## config.mk

```make
export PLATFORM = sky130hd
export DESIGN_NAME = cache_refill_ctrl
export DESIGN_NICKNAME = d
export VERILOG_FILES = /design/src/rtl/cache_refill_ctrl.sv
export SDC_FILE = /design/constraint.sdc
export NUM_CORES = 1
export LEC_CHECK = 0
export BUFFER_PORTS_ARGS = -buffer_cell sky130_fd_sc_hd__clkbuf_2
export CORE_MARGIN = 4
export CORE_UTILIZATION = 37
export DETAILED_ROUTE_END_ITERATION = 16
export PLACE_DENSITY = 0.65
export SETUP_SLACK_MARGIN = 0.4
export SLEW_MARGIN = 0
export SYNTH_ARGS = -nofsm -noshare
export SYNTH_HDL_FRONTEND = slang
export SYNTH_SLANG_ARGS = --single-unit
```

## constraint.sdc

```tcl
create_clock -name clk -period 5.1 [get_ports clk]
set_clock_uncertainty 0.05 [all_clocks]
set_input_delay 0.765 -clock clk [delete_from_list [all_inputs] [get_ports clk]]
set_output_delay 0.765 -clock clk [all_outputs]
set_load 0.03 [all_outputs]
```

## src/rtl/cache_refill_ctrl.sv

```systemverilog
// Cache miss refill controller: optional dirty-victim write-back, block read, fill handshake.
// Build option: define REFILL_CRITICAL_WORD_FIRST_EN to start read beats at the missing word.
module cache_refill_ctrl #(
  parameter int ADD_SZ     = 16,
  parameter int W          = 32,
  parameter int B          = 2,
  parameter int BLK_OFF_SZ = 1
) (
  input  logic                clk,
  input  logic                rst_n,
  input  logic                miss_valid,
  output logic                miss_ready,
  input  logic [ADD_SZ-1:0]   miss_addr,
  input  logic                victim_dirty,
  input  logic [ADD_SZ-1:0]   victim_addr,
  input  logic [B*W-1:0]      victim_data,
  output logic                fill_valid,
  input  logic                fill_ready,
  output logic [ADD_SZ-1:0]   fill_addr,
  output logic [B*W-1:0]      fill_data,
  output logic                mem_req,
  output logic                mem_we,
  output logic [ADD_SZ-1:0]   mem_addr,
  output logic [W-1:0]        mem_wdata,
  input  logic                mem_ack,
  input  logic [W-1:0]        mem_rdata,
  output logic [31:0]         refill_cnt
);

  localparam int TAG_SZ = ADD_SZ - BLK_OFF_SZ;

  typedef enum logic [1:0] {IDLE, WB, RD, FILL} state_e;
  typedef logic [B-1:0][W-1:0] block_t;

  state_e                 state_q, state_d;
  logic [BLK_OFF_SZ-1:0]  beat_q, beat_d;
  logic [TAG_SZ-1:0]      miss_tag_q, miss_tag_d;
  logic [TAG_SZ-1:0]      vic_tag_q, vic_tag_d;
  block_t                 vic_data_q, vic_data_d;
  block_t                 fill_buf_q, fill_buf_d;
  logic [31:0]            refill_cnt_q, refill_cnt_d;

  logic                   accept;
  logic                   last_beat;
  logic [BLK_OFF_SZ-1:0]  rd_off;
  logic                   unused_bits;

  assign accept    = miss_valid && (state_q == IDLE);
  assign last_beat = (beat_q == BLK_OFF_SZ'(B - 1));

`ifdef REFILL_CRITICAL_WORD_FIRST_EN
  logic [BLK_OFF_SZ-1:0]  crit_off_q, crit_off_d;

  assign crit_off_d  = accept ? miss_addr[BLK_OFF_SZ-1:0] : crit_off_q;
  // The BLK_OFF_SZ-bit sum wraps modulo B, so the offset never carries into the tag.
  assign rd_off      = crit_off_q + beat_q;
  assign unused_bits = ^victim_addr[BLK_OFF_SZ-1:0];

  always_ff @(posedge clk or negedge rst_n) begin
    if (!rst_n) crit_off_q <= '0;
    else        crit_off_q <= crit_off_d;
  end
`else
  assign rd_off      = beat_q;
  assign unused_bits = ^{victim_addr[BLK_OFF_SZ-1:0], miss_addr[BLK_OFF_SZ-1:0]};
`endif

  always_comb begin
    // NOTE: every next-state value and output gets a default first, so no path infers a latch.
    state_d      = state_q;
    beat_d       = beat_q;
    miss_tag_d   = miss_tag_q;
    vic_tag_d    = vic_tag_q;
    vic_data_d   = vic_data_q;
    fill_buf_d   = fill_buf_q;
    refill_cnt_d = refill_cnt_q;
    miss_ready   = 1'b0;
    fill_valid   = 1'b0;
    fill_addr    = '0;
    fill_data    = '0;
    mem_req      = 1'b0;
    mem_we       = 1'b0;
    mem_addr     = '0;
    mem_wdata    = '0;

    unique case (state_q)
      IDLE: begin
        miss_ready = 1'b1;
        if (miss_valid) begin
          miss_tag_d = miss_addr[ADD_SZ-1:BLK_OFF_SZ];
          vic_tag_d  = victim_addr[ADD_SZ-1:BLK_OFF_SZ];
          vic_data_d = victim_data;
          fill_buf_d = '0;
          beat_d     = '0;
          state_d    = victim_dirty ? WB : RD;
        end
      end

      WB: begin
        mem_req   = 1'b1;
        mem_we    = 1'b1;
        mem_addr  = {vic_tag_q, beat_q};
        mem_wdata = vic_data_q[beat_q];
        if (mem_ack) begin
          beat_d = last_beat ? '0 : beat_q + 1'b1;
          if (last_beat) state_d = RD;
        end
      end

      RD: begin
        mem_req  = 1'b1;
        mem_addr = {miss_tag_q, rd_off};
        if (mem_ack) begin
          // Words land in their natural slot whatever order the beats were issued in.
          fill_buf_d[rd_off] = mem_rdata;
          beat_d             = last_beat ? '0 : beat_q + 1'b1;
          if (last_beat) state_d = FILL;
        end
      end

      FILL: begin
        fill_valid = 1'b1;
        fill_addr  = {miss_tag_q, {BLK_OFF_SZ{1'b0}}};
        fill_data  = fill_buf_q;
        if (fill_ready) begin
          state_d      = IDLE;
          refill_cnt_d = refill_cnt_q + 32'd1;
        end
      end

      default: state_d = IDLE;
    endcase
  end

  always_ff @(posedge clk or negedge rst_n) begin
    if (!rst_n) begin
      state_q      <= IDLE;
      beat_q       <= '0;
      miss_tag_q   <= '0;
      vic_tag_q    <= '0;
      // NOTE: the block buffers are reset, unlike a RAM, because they are a few flops feeding outputs.
      vic_data_q   <= '0;
      fill_buf_q   <= '0;
      refill_cnt_q <= '0;
    end else begin
      // NOTE: non-blocking so every flop takes the pre-edge _d value regardless of statement order.
      state_q      <= state_d;
      beat_q       <= beat_d;
      miss_tag_q   <= miss_tag_d;
      vic_tag_q    <= vic_tag_d;
      vic_data_q   <= vic_data_d;
      fill_buf_q   <= fill_buf_d;
      refill_cnt_q <= refill_cnt_d;
    end
  end

  assign refill_cnt = refill_cnt_q;

endmodule

```

# Word level (Yosys, flattened, before mapping)
# Index checks and enable logic that the tools add are counted.
[classes]
addsub = 2
n_mul = 0
n_div = 0
n_lt_le_gt_ge = 2
eq_ne = 10
shift = 0
muxes = 28
bitwise = 0
n_reduce_logical = 10
[ops]
columns = ["cell", "count"]
rows = [
  ["64-bit two-way mux", 3],
  ["32-bit two-way mux", 4],
  ["64-bit one-hot mux with 2 select lines", 1],
  ["64-bit bitwise mux", 1],
  ["32-bit by 1-bit adder with 32-bit output, second input constant", 1],
  ["32-bit demux with 1-bit select", 1],
  ["16-bit one-hot mux with 2 select lines", 1],
  ["16-bit two-way mux", 1],
  ["2-bit two-way mux", 7],
  ["2-bit != test, second input constant", 6],
  ["2-bit one-hot mux with 4 select lines", 1],
  ["1-bit two-way mux", 7],
  ["3-bit AND reduction", 2],
  ["6-bit AND reduction", 1],
  ["2-bit equality test, second input constant", 2],
  ["2-bit AND reduction", 2],
  ["2-bit nonzero test", 2],
  ["2-bit by 1-bit equality test with 1-bit output, second input constant", 1],
  ["2-bit zero test", 1],
  ["1-bit by 2-bit < comparator with 1-bit output, second input constant", 1],
  ["2-bit by 1-bit != test with 1-bit output, second input constant", 1],
  ["1-bit one-hot mux with 2 select lines", 1],
  ["2-bit OR reduction", 1],
  ["1-bit adder, second input constant", 1],
  ["2 further kinds", 2],
]
[totals]
reg_bits = 193
latchBits = 0
ram_bits = 0
romBits = 0
in_bits = 134
out_inout_bits = 164
wordCells = 61
mem_count = 0

# Logic depth before layout (Yosys ltp)
# Gate-level depths: netlist (run 1).
[depth]
word_depth = 7
depth_mapped = 7
ltp_nobuf = 6

# Worst setup path before layout (run 1)
# No wires, ideal clock.
[synth_path]
kind = "flip-flop to output port"
from = "reg state_q[1]"
to = "out mem_wdata[11]"
arrival_ps = 1891
required_time_ps = 4285
path_slack_ps = 2394
path_stages_with_launch = 6
path_buffers = 2
path_cell_list = "dfrtp_1 > inv_1 > ha_1 > clkbuf_1 > clkbuf_1 > nor2b_1"
[synth_between]
elab_chain_len = 2
[synth_rtl]
columns = ["item", "line_no", "source"]
rows = [
  ["from (decl)", "35", "state_e state_q, state_d;"],
  ["from (signal assigned)", "147", "state_q <= state_d;"],
  ["2-bit by 1-bit equality test with 1-bit output", "86", "unique case (state_q)"],
  ["32-bit two-way mux", "86", ""],
  ["to (decl)", "24", "output logic [W-1:0] mem_wdata,"],
]
# Every way passes these cells.

# Worst setup path in the final report (run 1)
[layout_path]
from = "reg state_q[0]"
to = "out fill_addr[5]"
[layout_between]
elab_chain_len = 2
[layout_rtl]
columns = ["item", "line_no", "source"]
rows = [
  ["2-bit equality test", "86", ""],
  ["16-bit two-way mux", "86", ""],
  ["to (decl)", "19", "output logic [ADD_SZ-1:0] fill_addr,"],
]
# Every way passes these cells.

==> results of run 1 <==
## area by class of cell
cell class | instances | share of cell area
multi-input cells | 455 | 0.336
inverters | 5 | 0.00169
repair buffers | 302 | 0.140
flip-flops and latches | 193 | 0.436
well taps | 313 | 0.0353
clock buffers | 19 | 0.0409
clock inverters | 13 | 0.0105
## cells by family (layout without fill, tap and decap cells)
group,after synthesis,in the layout,synth area share
xor gates and xnor gates,31,31,0.0311
AOI/OAI and AO/OA,87,87,0.0832
adders and majority gates,6,6,0.00859
DFF,193,193,0.553
buffers and inverters,51,339,0.0238
other,1,1,0.000429
muxes,131,131,0.164
and+or+nand+nor,199,199,0.137
## worst max-delay path, cell delays in order (launching register included)
cell      delay (ns)
dfrtp_1         0.38
ha_2            0.92
buf_4           0.36
and2_1          0.16
clkbuf_2        0.20
## state kept, by name (all words and copies together) (netlist names)
name        count
beat_q          1
fill_buf_q     64
miss_tag_q     15
refill_cnt     32
state_q         2
vic_data_q     64
vic_tag_q      15
## per-layer routing
metal	vias up	GRT usage	share of wire
met5	-	0	0.0015
met4	4	0.0492	0.013
met3	23	0.0675	0.092
met2	215	0.269	0.46
met1	3191	0.231	0.44
li1	3007	-	-
## layout by cell type (no fill, tap or decap), types with 2 or more instances in the layout
master	synthesis	final
a21o_1	2	2
a22o_1	65	65
a22oi_1	15	15
and2_1	81	81
and3_1	4	4
buf_4	1	7
clkbuf_16	0	17
clkbuf_2	0	293
clkbuf_8	0	3
clkinv_4	0	4
dfrtp_1	193	192
ha_1	6	4
ha_2	0	2
inv_1	5	5
inv_6	0	4
inv_8	0	3
mux2_2	95	95
mux2i_1	36	36
nand2_1	17	16
nand2b_1	4	4
nand3_1	8	8
nand4_1	16	16
nor2_1	8	6
nor2_2	0	2
nor2b_1	47	47
nor3_1	5	5
nor4_1	3	3
o21ai_0	4	4
xnor2_1	24	24
xor2_1	7	7
## synthesized netlist by cell type
cell type  number  area share
dfrtp_1       193        0.55
mux2_2         95        0.12
and2_1         81       0.058
a22o_1         65       0.065
nor2b_1        47       0.034
mux2i_1        36       0.041
clkbuf_1       34       0.015
xnor2_1        24       0.024
nand2_1        17      0.0073
nand4_1        16       0.011
a22oi_1        15       0.013
buf_2          10      0.0057
nand3_1         8      0.0046
nor2_1          8      0.0034
xor2_1          7      0.0070
ha_1            6      0.0086
inv_1           5      0.0021
nor3_1          5      0.0029
and3_1          4      0.0029
nand2b_1        4      0.0029
o21ai_0         4      0.0023
nor4_1          3      0.0021
a21o_1          2      0.0017
and4_1          1      0.0010
buf_1           1     0.00043
buf_4           1     0.00086
conb_1          1     0.00043
nand4_4         1      0.0024
nand4b_1        1      0.0010
nor4_2          1      0.0014
o211a_1         1      0.0011
or3_1           1     0.00072
or4_1           1     0.00086
## how the worst max path moves through the flow
stage / endpoint / from / slack [ns] / depth (start not counted)
floorplan: mem_wdata[11] / state_q[1] / 2.39 / 5
CTS: fill_addr[9] / state_q[0] / 1.73 / 4
global placement: fill_addr[9] / state_q[0] / 2.21 / 4
finish: fill_addr[5] / state_q[0] / 1.84 / 4
global route: fill_addr[11] / state_q[0] / 1.59 / 4
detailed placement: fill_addr[5] / state_q[1] / 2.19 / 4
## where the power goes
group	switching, uW	internal [uW]
combinational	1680	1140
sequential	304	2110
clock	629	671
## through the flow
stage	total power, uW	utilization	worst slack (ns)	instances	cell area, um^2
final	6530	0.484	1.84	1300	11100
after global routing	6970	0.484	1.59	1300	11100
after CTS	6640	0.484	1.73	1300	11100
after detailed placement	5310	0.459	2.19	1268	10500
after global placement	5250	0.459	2.21	1268	10500
after floorplan	4470	-	2.39	699	8740
==> summary.md, run 1 <==
| Metric | Value |
|---|---|
| Die span in y | `162 um` |
| CTS clk-pin slew, worst paths | `0.08 ns` |
| Drt pass-1 iters | `4` |
| Number of port buffers | `294` |
| Fin Hold WS | `0.312 ns` |
| N_diodes | `0` |
| Status | `finished clean` |
| Setup repair bufs after CTS | `0` |
| Multi-input logic area | `0.00372 mm^2` |
| Worst VDD drop | `0.300 mV` |
| Syn_area_per_cell | `12.5 um^2` |
| Final setup TNS | `0 ns` |
| Post-Route WL | `22900 um` |
| Final setup viols | `0` |
| R2R cell count | `5` |
| Arr. time, crit path | `2.45 ns` |
| Die footprint | `0.0261 mm^2` |
| Clock Latency Late Sink | `0.42 ns` |
| Crit path time final | `3.26 ns` |
| Largest net degree at the start of global routing | `109` |
| Fillers | `2154` |
| Worst relative slew slack | `0.258` |
| Max-cap viol count | `0` |
| DRC | `0` |
| Setup slack, reg-to-reg | `2.27 ns` |
| Syn Inst Count | `699` |
| RSZ-0062 raised after global routing | `false` |
| CP Launch Type | `flop` |
| Tot GR Track Use | `0.175` |
| Ratio of cells with drive above 1 in the final layout | `0.443` |
| Area grow syn2layout | `26.8%` |
| Antenna violations before repair | `2` |
| Clock sinks | `193` |
| Leakage | `0.00552 uW` |
| Yosys Warn Count | `0` |
| Cell area power density | `589 mW/mm^2` |
| Seq/Total Area, Yosys | `0.553` |
| Via count | `6440` |
| Final Cycle Share | `0.640` |
| Sequential cell area | `0.00483 mm^2` |
| RR Endpoint | `refill_cnt[25]` |
| Slew Viols, Final | `0` |
| Final hold vios | `0` |
| Yosys reg bits | `193` |
| HP Class | `input pin to async pin` |
| Net Count, Synth | `839` |
| Req. time, crit path | `4.28 ns` |
| PostCTS Resize Cnt | `0` |
| Setup Crit Path Kind | `flop to output port` |
| Synth unique cells | `33` |
| CP Max Fanout | `69` |
| Worst-margin pin slew | `1.11 ns` |
| DR vias/cell | `4.95` |
| Die Wd | `162 um` |
| Number of global-route vias before repair | `6634` |
| Max Root-Sink Buffers | `2` |
| DP Wirelength | `15800 um` |
| Initial core utilization | `0.381` |
| Row cnt | `55` |
| # IOs | `298` |
| Fmax | `306 MHz` |
| Core ar. | `0.0229 mm^2` |
| Antenna Nets Post-Route | `0` |
| CTS buffer count | `17` |
| First-pass GRT wire length | `36800 um` |
| Initial DRC count | `409` |
| Nets@finish | `1114` |
| TritonCTS clock tree | `built` |
| H-tree lvl count | `4` |
| Worst setup EP type | `output port` |
| Root buffer selected by CTS | `clkbuf_16` |
| Drt wl/cell | `17.6 um` |
| GP Congestion | `0.791` |
| Hold-fix buffers, CTS | `0` |
| Total gr overflow | `0` |
| RR Startpoint | `state_q[0]` |
| Netlist Area Pre-Place | `0.00874 mm^2` |
Note: power is estimated with default switching activity, not from simulation.
==> run 2, diff against run 1 <==
--- a/config.mk
+++ b/config.mk
@@ -5,11 +5,12 @@
 export SDC_FILE = /design/constraint.sdc
 export NUM_CORES = 1
 export LEC_CHECK = 0
+export ABC_AREA = 1
 export BUFFER_PORTS_ARGS = -buffer_cell sky130_fd_sc_hd__clkbuf_2
 export CORE_MARGIN = 4
 export CORE_UTILIZATION = 37
 export DETAILED_ROUTE_END_ITERATION = 16
-export PLACE_DENSITY = 0.65
+export PLACE_DENSITY = 0.67
 export SETUP_SLACK_MARGIN = 0.4
 export SLEW_MARGIN = 0
 export SYNTH_ARGS = -nofsm -noshare
==> constraint.sdc (replaced) <==
create_clock -name clk -period 2.95 [get_ports clk]
set_clock_uncertainty 0.05 [all_clocks]
set_input_delay 0.4425 -clock clk [delete_from_list [all_inputs] [get_ports clk]]
set_output_delay 0.4425 -clock clk [all_outputs]
set_load 0.03 [all_outputs]
==> run 2 against run 1 <==
The flow now finishes with violations (hold timing). Count of clock-buffer cells in the layout down 1. Critical endpoint is now mem_addr[8]. Non-clock buffer count grew 17. First-iteration DRC count up 34%. Routed wire length is 15% higher. Sequential share of layout area decreased by 2.7 points. Clock power increased by 75%. Total power up 73%. Via count grew 24%. Area after synthesis is 6.7% higher. Highest routed layer is now met4. Worst hold slack worse by 0.32 ns. Critical path depth up 2.
==> summary.md, run 2 <==
| Metric | Value |
|---|---|
| Clock Latency Late Sink | `0.43 ns (was 0.42 ns)` |
| Core ar. | `0.0245 mm^2 (was 0.0229 mm^2)` |
| Final setup viols | `0 (unchanged)` |
| Number of global-route vias before repair | `8409 (was 6634)` |
| Arr. time, crit path | `1.92 ns (was 2.45 ns)` |
| Synth top area share | `0.518 (was 0.553)` |
| Req. time, crit path | `2.46 ns (was 4.28 ns)` |
| Number of synthesized flops with an enable pin | `0 (unchanged)` |
| Yosys reg bits | `193 (unchanged)` |
| Seq/Total Area, Yosys | `0.518 (was 0.553)` |
| Row cnt | `57 (was 55)` |
| Most common cell after layout, fill and taps aside | `clkbuf_2 (unchanged)` |
| DP Wirelength | `19000 um (was 15800 um)` |
| Area grow syn2layout | `26.8% (about the same)` |
| Hold-fix buffers, CTS | `0 (unchanged)` |
| Clock sinks | `193 (unchanged)` |
| CTS buffer count | `17 (unchanged)` |
| CP Max Fanout | `16 (was 69)` |
| Syn Inst Count | `1032 (was 699)` |
| Synth unique cells | `35 (was 33)` |
| Die span in y | `167 um (was 162 um)` |
| Final Cycle Share | `0.818` |
| Antenna violations before repair | `0 (was 2)` |
| RSZ-0062 raised after global routing | `true (was false)` |
| R2R cell count | `7 (was 5)` |
| Biggest area consumer among synthesized cells | `dfrtp_1 (unchanged)` |
| Die footprint | `0.0278 mm^2 (was 0.0261 mm^2)` |
| Max-cap viol count | `0 (unchanged)` |
| Worst-margin pin slew | `0.715 ns (was 1.11 ns)` |
| Final hold vios | `10 (was 0)` |
| Drt wl/cell | `15.9 um (was 17.6 um)` |
| Commonest cells post-synth | `nand2_1, dfrtp_1, inv_1 (was dfrtp_1, mux2_2, and2_1)` |
| Via count | `7955 (was 6440)` |
| Placed cells | `1621 (was 1268)` |
| Max Root-Sink Buffers | `2 (unchanged)` |
| Net Count, Synth | `1172 (was 839)` |
| Most frequent cells in the layout | `clkbuf_2, nand2_1, dfrtp_1 (was clkbuf_2, dfrtp_1, mux2_2)` |
| Synth area leaders | `dfrtp_1, mux2_2, nand2_1 (was dfrtp_1, mux2_2, a22o_1)` |
| Root buffer selected by CTS | `clkbuf_16 (unchanged)` |
| Post-Route WL | `26300 um (was 22900 um)` |
| # IOs | `298 (unchanged)` |
| N_diodes | `0 (unchanged)` |
| Drt pass-1 iters | `5 (was 4)` |
| Worst VDD drop | `0.505 mV (was 0.300 mV)` |
| Worst relative slew slack | `0.523 (was 0.258)` |
| Ys async rst share | `1.00 (unchanged)` |
| Cell area power density | `957 mW/mm^2 (was 589 mW/mm^2)` |
| Antenna Nets Post-Route | `0 (unchanged)` |
| Leakage | `0.00652 uW (was 0.00552 uW)` |
| Nets@finish | `1457 (was 1114)` |
| TritonCTS clock tree | `built (unchanged)` |
| Number of port buffers | `294 (unchanged)` |
| Final setup TNS | `0 ns (unchanged)` |
| Total gr overflow | `0 (unchanged)` |
| Initial core utilization | `0.380 (was 0.381)` |
| Yosys Warn Count | `0 (unchanged)` |
| Status | `complete, but fails checks (was finished clean)` |
| Fin Hold WS | `-0.00876 ns (was 0.312 ns)` |
| Initial DRC count | `548 (was 409)` |
| Count leader, synth | `nand2_1 (was dfrtp_1)` |
| First-pass GRT wire length | `43400 um (was 36800 um)` |
| DRC | `0 (unchanged)` |
| Ratio of cells with drive above 1 in the final layout | `0.358 (was 0.443)` |
| Die Wd | `167 um (was 162 um)` |
| CP Launch Type | `flop (unchanged)` |
| Slew Viols, Final | `0 (unchanged)` |
| Tot GR Track Use | `0.190 (was 0.175)` |
| Failing checks | `hold timing` |
| HP Class | `input pin to async pin (unchanged)` |
| H-tree lvl count | `4 (unchanged)` |
| DR vias/cell | `4.81 (was 4.95)` |
| Largest net degree at the start of global routing | `95 (was 109)` |
| CTS clk-pin slew, worst paths | `0.08 ns (about the same)` |
| Syn_area_per_cell | `9.03 um^2 (was 12.5 um^2)` |
| Count of non-filler cells in the finished layout | `1654 (was 1300)` |
| Fmax | `414 MHz` |
| Netlist Area Pre-Place | `0.00932 mm^2 (was 0.00874 mm^2)` |
| Setup Crit Path Kind | `flop to output port (unchanged)` |
| Fin util | `0.482 (was 0.484)` |
| GP Congestion | `0.848 (was 0.791)` |
| Worst setup EP type | `output port (unchanged)` |
| Top FF cell, synth | `dfrtp_1 (unchanged)` |
| Overall power | `11300 uW (was 6530 uW)` |
| Crit path time final | `2.41 ns` |
## run 2: cell count changes after synthesis, moves of 14 or more
cell | previous run | this run
a21oi_1 | 0 | 49
nor2b_1 | 47 | 0
and2_1 | 81 | 0
a22o_1 | 65 | 0
nor2_1 | 8 | 29
a22oi_1 | 15 | 0
o21ai_0 | 4 | 131
mux2i_1 | 36 | 0
inv_1 | 5 | 149
xnor2_1 | 24 | 10
nand2_1 | 17 | 249
## run 2: cells by family after synthesis
family	Yosys count	share of synthesized area
mux	94	0.114
compound gates	187	0.102
fa+ha+maj	6	0.00805
buf+inv	205	0.0898
xor+xnor	20	0.0204
other cells	1	0.000402
simple gates	326	0.148
flops	193	0.518
## run 2: critical path, stage by stage, from the launching register on
cell and delay (ns):
dfrtp_2 0.42, inv_1 0.11, ha_4 0.31, clkinv_1 0.07
buf_4 0.20, a21oi_1 0.16, clkbuf_2 0.23
## run 2: final timing paths
| check | to | slack (ns) | start |
|---|---|---|---|
| hold reg to reg | vic_data_q[22] | 0.46 | vic_data_q[22] |
| max in group asynchronous | state_q[1] | 2.14 | rst_n |
| min in group clk | vic_data_q[2] | 0.19 | victim_data[2] |
| setup reg to reg | fill_buf_q[27] | 0.67 | state_q[0] |
| setup / recovery | mem_addr[8] | 0.54 | state_q[0] |
| hold / removal | refill_cnt[12] | -0.009 | rst_n |
## run 2: power breakdown
part	leakage (uW)	internal [uW]	switching (uW)	total (uW)
sequential	0.00244	3750	600	4350
clock	0.000282	1130	1140	2270
combinational	0.00379	1730	2970	4710
## run 2: layout make-up
class / instances / area [um^2]
fillers: 2386 / 12700
repair buffers: 319 / 1750
clock inverters: 14 / 145
multi-input cells: 634 / 3690
inverters: 152 / 574
flip-flops and latches: 193 / 4830
clock buffers: 18 / 429
well taps: 324 / 405
## run 2: layer usage
layer  up-vias  global-route usage  routed length (um)
met2       228               0.326               13200
met3        30              0.0412                1380
met1      3856               0.242               11200
met4         0              0.0534                 488
met5         -                   0                   0
li1       3841                   -                   -
## run 2: per-stage QoR
step | area [um^2] | hold WS, ns | setup slack, ns
floorplan | 9320 | 0.0969 | 0.450
global placement | 11200 | 0.438 | 0.804
global route | 11800 | 0.0225 | 0.376
CTS | 11800 | 0.0000265 | 0.409
detailed placement | 11200 | 0.443 | 0.726
finish | 11800 | -0.00876 | 0.537
## run 2: what timing repair did
item                       in CTS  in global routing
buffers inserted                1                  0
resized for setup               7                 15
setup endpoints to repair      16                 63
==> run 3, diff against run 2 <==
==> constraint.sdc (replaced) <==
create_clock -name clk -period 2.1 [get_ports clk]
set_clock_uncertainty 0.05 [all_clocks]
set_input_delay 0.315 -clock clk [delete_from_list [all_inputs] [get_ports clk]]
set_output_delay 0.315 -clock clk [all_outputs]
set_load 0.03 [all_outputs]
==> run 3 against run 2 <==
The run ends with setup timing left. Critical endpoint is now fill_data[26]. Critical path depth rose by 1. Core utilization up 9.2 points. Register-to-register slack got worse by 0.52 ns. Clock power rose by 48%.
==> summary.md, run 3 (synthesized netlist as in run 2, its figures left out) <==
| Metric | Value |
|---|---|
| Number of global-route vias before repair | `8352 (was 8409)` |
| Via count | `8172 (was 7955)` |
| Final Cycle Share | `1.01` |
| Clock Latency Late Sink | `0.43 ns (about the same)` |
| First-pass GRT wire length | `44600 um (was 43400 um)` |
| Overall power | `19600 uW (was 11300 uW)` |
| Drt wl/cell | `17.1 um (was 15.9 um)` |
| Initial DRC count | `436 (was 548)` |
| Worst relative slew slack | `0.651 (was 0.523)` |
| Post-Route WL | `28800 um (was 26300 um)` |
| CTS buffer count | `17 (unchanged)` |
| Nets@finish | `1483 (was 1457)` |
| Max-cap viol count | `0 (unchanged)` |
| CTS clk-pin slew, worst paths | `0.08 ns (about the same)` |
| Antenna violations before repair | `3 (was 0)` |
| Final setup viols | `34 (was 0)` |
| Dpl cell area | `0.0118 mm^2 (was 0.0112 mm^2)` |
| Failing checks | `setup timing (was hold timing)` |
| Initial core utilization | `0.380 (unchanged)` |
| Final hold vios | `0 (was 10)` |
| # IOs | `298 (unchanged)` |
| Slew Viols, Final | `0 (unchanged)` |
| Crit path time final | `2.13 ns` |
| Most common cell after layout, fill and taps aside | `nand2_1 (was clkbuf_2)` |
| N_diodes | `0 (unchanged)` |
| Req. time, crit path | `1.74 ns (was 2.46 ns)` |
| Fmax | `470 MHz` |
| Root buffer selected by CTS | `clkbuf_16 (unchanged)` |
| Max Root-Sink Buffers | `2 (unchanged)` |
| DR vias/cell | `4.86 (was 4.81)` |
| Worst VDD drop | `0.897 mV (was 0.505 mV)` |
| Cell area power density | `1390 mW/mm^2 (was 957 mW/mm^2)` |
| Clock sinks | `193 (unchanged)` |
| Largest net degree at the start of global routing | `77 (was 95)` |
| Arr. time, crit path | `1.76 ns (was 1.92 ns)` |
| Ratio of cells with drive above 1 in the final layout | `0.456 (was 0.358)` |
| CP Launch Type | `flop (unchanged)` |
| Fin util | `0.574 (was 0.482)` |
| Fin Hold WS | `0.0650 ns (was -0.00876 ns)` |
| Total gr overflow | `0 (unchanged)` |
| Number of port buffers | `294 (unchanged)` |
| Die Wd | `167 um (unchanged)` |
| Worst setup EP type | `output port (unchanged)` |
| CP Max Fanout | `8 (was 16)` |
| Core ar. | `0.0245 mm^2 (unchanged)` |
| DP Wirelength | `18800 um (was 19000 um)` |
| H-tree lvl count | `4 (unchanged)` |
| Most frequent cells in the layout | `nand2_1, dfrtp_1, clkbuf_2 (was clkbuf_2, nand2_1, dfrtp_1)` |
| Worst-margin pin slew | `0.523 ns (was 0.715 ns)` |
| GP Congestion | `0.843 (was 0.848)` |
| Setup Crit Path Kind | `flop to output port (unchanged)` |
| Die footprint | `0.0278 mm^2 (unchanged)` |
| RSZ-0062 raised after global routing | `true (unchanged)` |
| Leakage | `0.00706 uW (was 0.00652 uW)` |
| Drt pass-1 iters | `4 (was 5)` |
| Antenna Nets Post-Route | `0 (unchanged)` |
| DRC | `0 (unchanged)` |
| Row cnt | `57 (unchanged)` |
| Status | `complete, but fails checks (unchanged)` |
| Tot GR Track Use | `0.197 (was 0.190)` |
| Area grow syn2layout | `51.1% (was 26.8%)` |
| Worst setup margin | `-0.0295 ns (was 0.537 ns)` |
| Fin area | `0.0141 mm^2 (was 0.0118 mm^2)` |
| TritonCTS clock tree | `built (unchanged)` |
| Die span in y | `167 um (unchanged)` |
| HP Class | `input pin to flop (was input pin to async pin)` |
==> run 3: changes by cell type in the layout (fill, tap and decap cells not counted), moves of 38 or more <==
cell	delta
clkbuf_2	-122
clkbuf_8	+50
a21oi_1	-47
a21oi_4	+45
buf_6	+45
nand2_1	-39
nand2_2	+38
==> run 3: worst max-delay path, stage by stage, from the launching register on <==
cell       delay (ns)
dfrtp_2          0.44
buf_4            0.15
ha_4             0.17
buf_12           0.15
clkbuf_16        0.16
nand2_1          0.07
inv_1            0.05
clkbuf_8         0.15
==> run 3: path summary, 6_finish.rpt <==
kind | from | to | slack, ns | cells past startpoint
max in group asynchronous | rst_n | refill_cnt[31] | 0.94 | 3
worst max-delay path | state_q[0] | fill_data[26] | -0.03 | 7
worst max register to register | state_q[0] | refill_cnt[24] | 0.15 | 11
worst min-delay path | victim_data[20] | vic_data_q[20] | 0.06 | 2
min in group asynchronous | rst_n | vic_data_q[51] | 0.39 | 2
worst min register to register | vic_data_q[38] | vic_data_q[38] | 0.46 | 1
==> run 3: routing by layer <==
layer  global-route usage  vias up  wire, um
met5                    0        -        47
met4               0.0438        6       411
met3               0.0495       32      1920
met2                0.328      287     14200
met1                0.262     3965     12200
li1                     -     3882         -
==> run 3: layout make-up <==
cell class,instances,area (um^2)
repair buffers,343,3190
multi-input cells,634,4390
inverters,152,607
well taps,324,405
clock buffers,17,425
clock inverters,15,185
flip-flops and latches,193,4830
fillers,2075,10500
repair inverters,2,46.3
==> run 3: power by group <==
part           switching [uW]  total [uW]  internal (uW)
Combinational            5630       10000           4410
Clock                    1640        3360           1720
Sequential                904        6170           5270
==> run 3: metrics by stage <==
stage	std cells	TNS, ns	setup WS, ns
after floorplan	1032	0	0.251
after global placement	1621	0	0.0947
after detailed placement	1621	0	0.0154
after CTS	1669	-0.799	-0.0470
after global routing	1680	-6.68	-0.102
final	1680	-0.402	-0.0295
==> run 3: what timing repair did <==
action / 4_1_cts / 5_1_grt
hold buffers: 1 / 0
cloned: 4 / 7
setup buffers: 11 / 4
gates resized for setup: 212 / 243
setup endpoints to repair: 290 / 300
pin swaps: 3 / 9
endpoints found under the hold margin: 52 / 0
